<file path="src/rtl/spi_pkg.sv">
// Shared SPI definitions: APB register map, CTRL/STATUS bit positions and
// the slave FSM state encoding.
package spi_pkg;

  // APB byte addresses
  localparam logic [7:0] ADDR_CTRL   = 8'h00;
  localparam logic [7:0] ADDR_STATUS = 8'h04;
  localparam logic [7:0] ADDR_RXDATA = 8'h08;
  localparam logic [7:0] ADDR_TXDATA = 8'h0C;

  // CTRL bits
  localparam int CTRL_EN     = 0;
  localparam int CTRL_CPOL   = 1;
  localparam int CTRL_CPHA   = 2;
  localparam int CTRL_IRQ_EN = 3;
  localparam int CTRL_W      = 4;

  // STATUS bits
  localparam int ST_BUSY     = 0;
  localparam int ST_RX_VALID = 1;
  localparam int ST_TX_EMPTY = 2;
  localparam int ST_OVR      = 3;
  localparam int ST_UDR      = 4;
  localparam int ST_ABORT    = 5;
  localparam int STATUS_W    = 6;

  // FSM encoding
  localparam logic [0:0] S_IDLE   = 1'b0;
  localparam logic [0:0] S_ACTIVE = 1'b1;

  // The edge on which SCLK leaves its idle level (cpol) is the leading edge.
  function automatic logic leading_edge(input logic cpol, input logic rise, input logic fall);
    return cpol ? fall : rise;
  endfunction

endpackage

</file>
<file path="src/rtl/spi_sync_edge.sv">
// Synchroniser for one asynchronous SPI pin plus rise/fall pulse detection.
// Ports:
//   clk, rst_n : system clock, async active-low reset
//   d_i        : asynchronous input pin
//   q_o        : synchronised level (SYNC_STAGES flops)
//   rise_o     : one-cycle pulse on synchronised 0->1
//   fall_o     : one-cycle pulse on synchronised 1->0
module spi_sync_edge #(
  parameter int   SYNC_STAGES = 2,
  parameter logic RST_VAL     = 1'b0
) (
  input  logic clk,
  input  logic rst_n,
  input  logic d_i,
  output logic q_o,
  output logic rise_o,
  output logic fall_o
);

  logic [SYNC_STAGES-1:0] sync_q;
  logic                   prev_q;

  always_ff @(posedge clk or negedge rst_n) begin
    if (!rst_n) begin
      sync_q <= {SYNC_STAGES{RST_VAL}};
      prev_q <= RST_VAL;
    end else begin
      sync_q <= {sync_q[SYNC_STAGES-2:0], d_i};
      prev_q <= sync_q[SYNC_STAGES-1];
    end
  end

  assign q_o    = sync_q[SYNC_STAGES-1];
  assign rise_o = sync_q[SYNC_STAGES-1] & ~prev_q;
  assign fall_o = ~sync_q[SYNC_STAGES-1] & prev_q;

endmodule

</file>
<file path="src/rtl/spi_slave.sv">
// APB-programmable SPI slave supporting all four CPOL/CPHA modes.
// SPI pins are oversampled in the clk domain; 8-bit MSB-first frames are
// deserialised into RXDATA while TXDATA is serialised onto MISO.
// Ports:
//   clk, rst_n                       : system clock, async active-low reset
//   psel/penable/pwrite/paddr/pwdata : APB request
//   prdata, pready                   : APB response (zero wait states)
//   spi_sclk, spi_cs_n, spi_mosi     : asynchronous SPI inputs
//   spi_miso, spi_miso_oe            : SPI data out and pad enable
//   irq                              : level interrupt
module spi_slave
  import spi_pkg::*;
#(
  parameter int DATA_W      = 8,
  parameter int SYNC_STAGES = 2
) (
  input  logic        clk,
  input  logic        rst_n,
  input  logic        psel,
  input  logic        penable,
  input  logic        pwrite,
  input  logic [7:0]  paddr,
  input  logic [31:0] pwdata,
  output logic [31:0] prdata,
  output logic        pready,
  input  logic        spi_sclk,
  input  logic        spi_cs_n,
  input  logic        spi_mosi,
  output logic        spi_miso,
  output logic        spi_miso_oe,
  output logic        irq
);

  localparam int CNT_W = $clog2(DATA_W);

  logic sclk_s, sclk_rise, sclk_fall;
  logic cs_s, cs_rise, cs_fall;
  logic mosi_s, mosi_rise, mosi_fall;

  spi_sync_edge #(.SYNC_STAGES(SYNC_STAGES), .RST_VAL(1'b0)) u_sync_sclk (
    .clk(clk), .rst_n(rst_n), .d_i(spi_sclk),
    .q_o(sclk_s), .rise_o(sclk_rise), .fall_o(sclk_fall)
  );

  // cs_n idles high so that reset never produces a false falling edge
  spi_sync_edge #(.SYNC_STAGES(SYNC_STAGES), .RST_VAL(1'b1)) u_sync_cs (
    .clk(clk), .rst_n(rst_n), .d_i(spi_cs_n),
    .q_o(cs_s), .rise_o(cs_rise), .fall_o(cs_fall)
  );

  spi_sync_edge #(.SYNC_STAGES(SYNC_STAGES), .RST_VAL(1'b0)) u_sync_mosi (
    .clk(clk), .rst_n(rst_n), .d_i(spi_mosi),
    .q_o(mosi_s), .rise_o(mosi_rise), .fall_o(mosi_fall)
  );

  logic unused_ok;
  assign unused_ok = ^{pwdata[31:DATA_W], sclk_s, cs_s, mosi_rise, mosi_fall};

  logic [0:0]        state_q, state_d;
  logic [CTRL_W-1:0] ctrl_q, ctrl_d;
  logic              rx_valid_q, rx_valid_d;
  logic              tx_empty_q, tx_empty_d;
  logic              ovr_q, ovr_d;
  logic              udr_q, udr_d;
  logic              abort_q, abort_d;
  logic [DATA_W-1:0] rx_data_q, rx_data_d;
  logic [DATA_W-1:0] tx_hold_q, tx_hold_d;
  logic [DATA_W-1:0] txsr_q, txsr_d;
  logic [DATA_W-1:0] rxsr_q, rxsr_d;
  logic [CNT_W-1:0]  bit_cnt_q, bit_cnt_d;
  logic              miso_q, miso_d;
  logic              miso_oe_q, miso_oe_d;
  logic              irq_q, irq_d;
  logic [31:0]       prdata_q, prdata_d;

  logic                busy;
  logic [STATUS_W-1:0] status_w;
  logic                lead, trail, sample_edge, shift_edge;
  logic                apb_wr, apb_rd, rd_rx;
  logic [DATA_W-1:0]   tx_next, rx_word;

  assign busy     = (state_q == S_ACTIVE);
  assign status_w = {abort_q, udr_q, ovr_q, tx_empty_q, rx_valid_q, busy};

  always_comb begin
    state_d     = state_q;
    ctrl_d      = ctrl_q;
    rx_valid_d  = rx_valid_q;
    tx_empty_d  = tx_empty_q;
    ovr_d       = ovr_q;
    udr_d       = udr_q;
    abort_d     = abort_q;
    rx_data_d   = rx_data_q;
    tx_hold_d   = tx_hold_q;
    txsr_d      = txsr_q;
    rxsr_d      = rxsr_q;
    bit_cnt_d   = bit_cnt_q;
    miso_d      = miso_q;
    miso_oe_d   = miso_oe_q;
    prdata_d    = prdata_q;

    lead        = leading_edge(ctrl_q[CTRL_CPOL], sclk_rise, sclk_fall);
    trail       = leading_edge(ctrl_q[CTRL_CPOL], sclk_fall, sclk_rise);
    sample_edge = ctrl_q[CTRL_CPHA] ? trail : lead;
    shift_edge  = ctrl_q[CTRL_CPHA] ? lead  : trail;

    apb_wr  = psel & penable & pwrite;
    apb_rd  = psel & penable & ~pwrite;
    rd_rx   = apb_rd && (paddr == ADDR_RXDATA);

    // Word handed to txsr at the start of every frame; all-ones on underrun.
    tx_next = tx_empty_q ? {DATA_W{1'b1}} : tx_hold_q;
    rx_word = {rxsr_q[DATA_W-2:0], mosi_s};

    // APB clears first so that a flag raised by the SPI side in the same
    // cycle wins over the software clear.
    if (apb_wr && paddr == ADDR_CTRL) ctrl_d = pwdata[CTRL_W-1:0];
    if (apb_wr && paddr == ADDR_STATUS) begin
      if (pwdata[ST_OVR])   ovr_d   = 1'b0;
      if (pwdata[ST_UDR])   udr_d   = 1'b0;
      if (pwdata[ST_ABORT]) abort_d = 1'b0;
    end
    if (rd_rx) rx_valid_d = 1'b0;

    unique case (state_q)
      S_IDLE: begin
        miso_oe_d = 1'b0;
        if (cs_fall && ctrl_q[CTRL_EN]) begin
          state_d   = S_ACTIVE;
          bit_cnt_d = '0;
          miso_oe_d = 1'b1;
          if (tx_empty_q) udr_d = 1'b1;
          else            tx_empty_d = 1'b1;
          // MSB goes out now; with CPHA=0 it is already consumed, with
          // CPHA=1 the first leading edge re-drives it and then shifts.
          miso_d = tx_next[DATA_W-1];
          txsr_d = ctrl_q[CTRL_CPHA] ? tx_next : (tx_next << 1);
        end
      end
      default: begin
        if (cs_rise || !ctrl_q[CTRL_EN]) begin
          if (bit_cnt_q != '0) abort_d = 1'b1;
          state_d   = S_IDLE;
          miso_oe_d = 1'b0;
          bit_cnt_d = '0;
        end else begin
          if (shift_edge) begin
            miso_d = txsr_q[DATA_W-1];
            txsr_d = txsr_q << 1;
          end
          if (sample_edge) begin
            rxsr_d = rx_word;
            if (bit_cnt_q == CNT_W'(DATA_W-1)) begin
              rx_data_d  = rx_word;
              if (rx_valid_q && !rd_rx) ovr_d = 1'b1;
              rx_valid_d = 1'b1;
              bit_cnt_d  = '0;
              // Back-to-back frame under the same CS: reload the full word;
              // the next shift edge drives its MSB.
              if (tx_empty_q) udr_d = 1'b1;
              else            tx_empty_d = 1'b1;
              txsr_d = tx_next;
            end else begin
              bit_cnt_d = bit_cnt_q + CNT_W'(1);
            end
          end
        end
      end
    endcase

    // A TXDATA write coinciding with a reload lands after it.
    if (apb_wr && paddr == ADDR_TXDATA) begin
      tx_hold_d  = pwdata[DATA_W-1:0];
      tx_empty_d = 1'b0;
    end

    if (psel && !penable) begin
      case (paddr)
        ADDR_CTRL:   prdata_d = {{(32-CTRL_W){1'b0}}, ctrl_q};
        ADDR_STATUS: prdata_d = {{(32-STATUS_W){1'b0}}, status_w};
        ADDR_RXDATA: prdata_d = {{(32-DATA_W){1'b0}}, rx_data_q};
        default:     prdata_d = 32'd0;
      endcase
    end

    irq_d = ctrl_q[CTRL_IRQ_EN] & (rx_valid_q | ovr_q | udr_q | abort_q);
  end

  always_ff @(posedge clk or negedge rst_n) begin
    if (!rst_n) begin
      state_q    <= S_IDLE;
      ctrl_q     <= '0;
      rx_valid_q <= 1'b0;
      tx_empty_q <= 1'b1;
      ovr_q      <= 1'b0;
      udr_q      <= 1'b0;
      abort_q    <= 1'b0;
      rx_data_q  <= '0;
      tx_hold_q  <= '0;
      txsr_q     <= {DATA_W{1'b1}};
      rxsr_q     <= '0;
      bit_cnt_q  <= '0;
      miso_q     <= 1'b0;
      miso_oe_q  <= 1'b0;
      irq_q      <= 1'b0;
      prdata_q   <= '0;
    end else begin
      state_q    <= state_d;
      ctrl_q     <= ctrl_d;
      rx_valid_q <= rx_valid_d;
      tx_empty_q <= tx_empty_d;
      ovr_q      <= ovr_d;
      udr_q      <= udr_d;
      abort_q    <= abort_d;
      rx_data_q  <= rx_data_d;
      tx_hold_q  <= tx_hold_d;
      txsr_q     <= txsr_d;
      rxsr_q     <= rxsr_d;
      bit_cnt_q  <= bit_cnt_d;
      miso_q     <= miso_d;
      miso_oe_q  <= miso_oe_d;
      irq_q      <= irq_d;
      prdata_q   <= prdata_d;
    end
  end

  assign prdata      = prdata_q;
  assign pready      = 1'b1;
  assign spi_miso    = miso_q;
  assign spi_miso_oe = miso_oe_q;
  assign irq         = irq_q;

endmodule

</file>
<file path="config.mk">
export PLATFORM = sky130hd
export DESIGN_NAME = spi_slave
export DESIGN_NICKNAME = d
export VERILOG_FILES = /design/src/rtl/spi_pkg.sv /design/src/rtl/spi_sync_edge.sv /design/src/rtl/spi_slave.sv
export SDC_FILE = /design/constraint.sdc
export NUM_CORES = 1
export LEC_CHECK = 0
export ABC_AREA = 1
export BUFFER_PORTS_ARGS = -buffer_cell sky130_fd_sc_hd__buf_2
export CAP_MARGIN = 20
export CORE_ASPECT_RATIO = 1.25
export CORE_MARGIN = 10
export CORE_UTILIZATION = 35
export DETAILED_ROUTE_END_ITERATION = 7
export PLACE_DENSITY = 0.63
export SKIP_LAST_GASP = 1
export SLEW_MARGIN = 5
export SYNTH_ARGS = -nofsm -noshare
export SYNTH_HDL_FRONTEND = slang
export SYNTH_SLANG_ARGS = --single-unit
</file>
<file path="constraint.sdc">
create_clock -name clk -period 1.56 [get_ports clk]
set_input_delay 0 -clock clk [delete_from_list [all_inputs] [get_ports clk]]
set_output_delay 0 -clock clk [all_outputs]
set_load 0.05 [all_outputs]
</file>
==> results.md <==
* Post-synth EDFFs at 0
* Fmax at 682.8 MHz
* First-pass GRT wire length at 12.44 mm
* Count of cell types in the netlist at 39
* # DRC at 0
* Crit path DAT at 1.71 ns
* NumNets Final at 495
* Clock Sinks at 63
* DP HPWL at 5.581 mm
* CP top delay family: flip-flops
* Initial Utilization at 36.19%
* Die Wd at 107.6 µm
* CTS H-tree lvls at 3
* Sequential area share after synthesis at 47.43%
* Die Span Y at 129.5 µm
* Largest net degree at the start of global routing at 64
* Drt first pass iters at 4
* Top-count cell post-synth: nand2_1
* Vias in the first global route at 2691
* XOR/XNOR Fraction of Synth Area at 0%
* Synth Flop Type: dfrtp_1
* Worst-Skew Late Latency at 0.32 ns
* Leak at 2.073 nW
* Psw at 0.001010 W
* Flops & latches, synth at 63
* Worst setup EP type: flop
* Slew Viols, Final at 0
* Filler cells at 921
* Clk slew on worst S/H paths at 0.06 ns
* Synth warnings at 0
* Cells on worst reg2reg path at 9
* Comb pwr share at 8.4%
* Clock skew at 0.008402 ns
* P_int at 0.003191 W
* Synth Area in Adders at 1.119%
* Vias at 2620
* Worst Path Buf+Inv at 3
* Area of the multi-input gates at 0.001454 mm²
* FF+latch area at 0.001594 mm²
* Setup CP Type: flop to flop
* All-layer global routing usage at 10.87%
* Async SR Flop Fraction at 100.0%
* Final WS setup at 0.09554 ns
* Area leader, netlist: dfrtp_1
* PD cells at 1016 mW/mm²
* Avg WL per Cell at 12.93 µm
* Critical Path, Cell by Cell: inv_1, nand2_1, nand2_2, inv_2, nor2_8, buf_4, a21boi_4, nand3_1, o21ai_1
* RSZ-0062 raised after global routing: true
* Num rows at 39
* DRT Wirelength at 7.395 mm
* M1 WL at 3.004 mm
* Synth Area in Compound Gates at 11.86%
* Simple-gate area share of the yosys netlist at 26.40%
* Setup_tns at 0 ns
* Main area contributors after synthesis: dfrtp_1, nand2_1, dfstp_2
* Synthesized cell area at 0.003356 mm²
* Root buf cell: clkbuf_16
* Min cycle time layout at 1.464 ns
* Tcrit/Tclk final at 93.88%
* Num CTS Buffers at 9
* Antenna cells at 0
* Die ar. at 0.01393 mm²
* Multiplexer share of the synthesized area at 0.6711%
* Mean Syn Cell Area at 8.785 µm²
* Core area at 0.009271 mm²
* Vias per inst at 4.580
* Initial antenna violation count at 0
* Antenna viol nets, final at 0
* Hold path depth at 4
* Top cells by count, synth: nand2_1, dfrtp_1, nand3_1
* Max layer used: met4
* # setup viols final at 0
* Deepest clock path buffer count at 2
* CP required at 1.80 ns
* Sequential power share at 40.0%
* CP max stage cell: dfstp_2
* Place WS at 0.02955 ns
* Clock power frac at 51.6%
* Grt total ovfl at 0
* Top cell type's share of synthesized area at 38.03%
* Violation count after the first detailed-route iteration at 89
* Hold WC Path Type: input pin to flop
* Area Growth Syn to Fin at 23.27%
* Metal2 WL at 3.880 mm
* Max cap viols at 0
* Outcome: finished, final reports clean
* Element type at the critical path start: flop
* Largest family of logic cells by synthesized area: simple AND/OR/NAND/NOR gates
* Final Hold Violating Endpoints at 0
* Worst vdd ir at 635.9 µV
* Share of cells above drive strength 1 at 29.18%
* Critical Path Fanout Max at 6
* Met3 WL at 437 µm
* Cell count along the critical path at 9
* Sw Share at 24.04%
* Slowest stage delay, CP at 0.53 ns
* Cells after synthesis at 382
* PortBufs at 34
* TritonCTS clock tree: built
* GPL Wtd Cong at 0.8235
* Number of I/O pins at 84
[cell families (layout without fill, tap and decap cells)]
family | Yosys count | in the layout
flops | 63 | 63
mux | 2 | 2
simple gates | 182 | 182
fa+ha+maj | 3 | 3
other cells | 2 | 25
compound gates | 58 | 58
buf+inv | 72 | 116
[power groups by stage]
stage	registers (W)	clock network (W)	logic [W]
floorplan	0.00170	0	0.000277
global placement	0.00171	0	0.000324
detailed placement	0.00171	0	0.000327
CTS	0.00168	0.00221	0.000352
global route	0.00168	0.00230	0.000385
finish	0.00168	0.00217	0.000353
[what timing repair did]
item | CTS | global route
gates resized for setup | 0 | 9
endpoints found under the hold margin | 76 | 0
hold buffers | 12 | 0
endpoints found under the setup margin | 0 | 17
setup buffers | 0 | 1
[cell type report]
type	instances	share of cell area [%]
Clock inverter	6	2.208
Multi-Input combinational cell	270	35.15
Sequential cell	63	38.54
Tap cell	123	3.721
Inverter	39	3.660
Timing Repair Buffer	61	10.95
Clock buffer	10	5.777
[path summary, 6_finish.rpt]
check / start / end / slack (ns)
max in group asynchronous: rst_n / txsr_q[1]$_DFFE_PN1P_ / 1.02
worst max register to register: u_sync_cs.sync_q[1]$_DFF_PN1_ / bit_cnt_q[1]$_DFFE_PN0P_ / 0.1
worst min register to register: u_sync_sclk.sync_q[0]$_DFF_PN0_ / u_sync_sclk.sync_q[1]$_DFF_PN0_ / 0.35
worst max-delay path: u_sync_cs.sync_q[1]$_DFF_PN1_ / bit_cnt_q[1]$_DFFE_PN0P_ / 0.1
worst min-delay path: psel / rx_valid_q$_DFF_PN0_ / 0.07
min in group asynchronous: rst_n / rxsr_q[4]$_DFFE_PN0P_ / 0.21
[placed cells by master (no fill, tap or decap), types with 2 or more instances in the layout]
cell type,count
inv_1,33
nand4_1,2
dfrtp_2,2
a211oi_1,2
buf_4,11
conb_1,25
a21oi_1,8
nand3_1,35
o21ai_1,8
nand3_2,8
nor3_1,3
a221oi_1,4
clkbuf_16,9
dfrtp_1,49
dlygate4sd3_1,12
bufinv_16,2
mux2_2,2
nand2_1,85
a21oi_2,5
inv_4,2
nor2_1,32
dfstp_2,12
inv_2,3
o21ai_0,12
clkinvlp_4,3
nand2_2,4
ha_1,2
buf_12,4
o21ai_2,14
nor2_2,5
a21o_1,2
buf_2,34
[sequential cells by signal, summed over array words and instances (netlist names), 2 cells and up]
| name | count |
|---|---|
| prdata | 8 |
| rx_data_q | 8 |
| tx_hold_q | 8 |
| txsr_q | 8 |
| rxsr_q | 7 |
| ctrl_q | 4 |
| bit_cnt_q | 3 |
| u_sync_cs.sync_q | 2 |
| u_sync_mosi.sync_q | 2 |
| u_sync_sclk.sync_q | 2 |
[metal layers]
metal  vias to the layer above  GRT usage [%]
li1                       1313              -
met1                      1249          12.27
met2                        53          18.75
met3                         5          3.522
met4                         0          3.937
met5                         -              0
[worst reg2reg max path, delay by kind of cell, from the launching register on]
family | cells | cell delay, ns
AOI/OAI and AO/OA | 2 | 0.27
buffers and inverters | 3 | 0.32
DFF | 1 | 0.53
and+or+nand+nor | 4 | 0.27
[stage by stage]
stage | util (%) | cell area [µm²] | instances | total power, W | hold slack [ns]
floorplan | - | 3442 | 405 | 0.001978 | -0.2956
global placement | 39.42 | 3655 | 543 | 0.002032 | 0.03738
detailed placement | 39.42 | 3655 | 543 | 0.002037 | 0.04022
CTS | 44.28 | 4105 | 571 | 0.004246 | 0.05400
global route | 44.62 | 4136 | 572 | 0.004365 | 0.08172
finish | 44.62 | 4136 | 572 | 0.004201 | 0.07371
(Power assumes the default switching activity.)
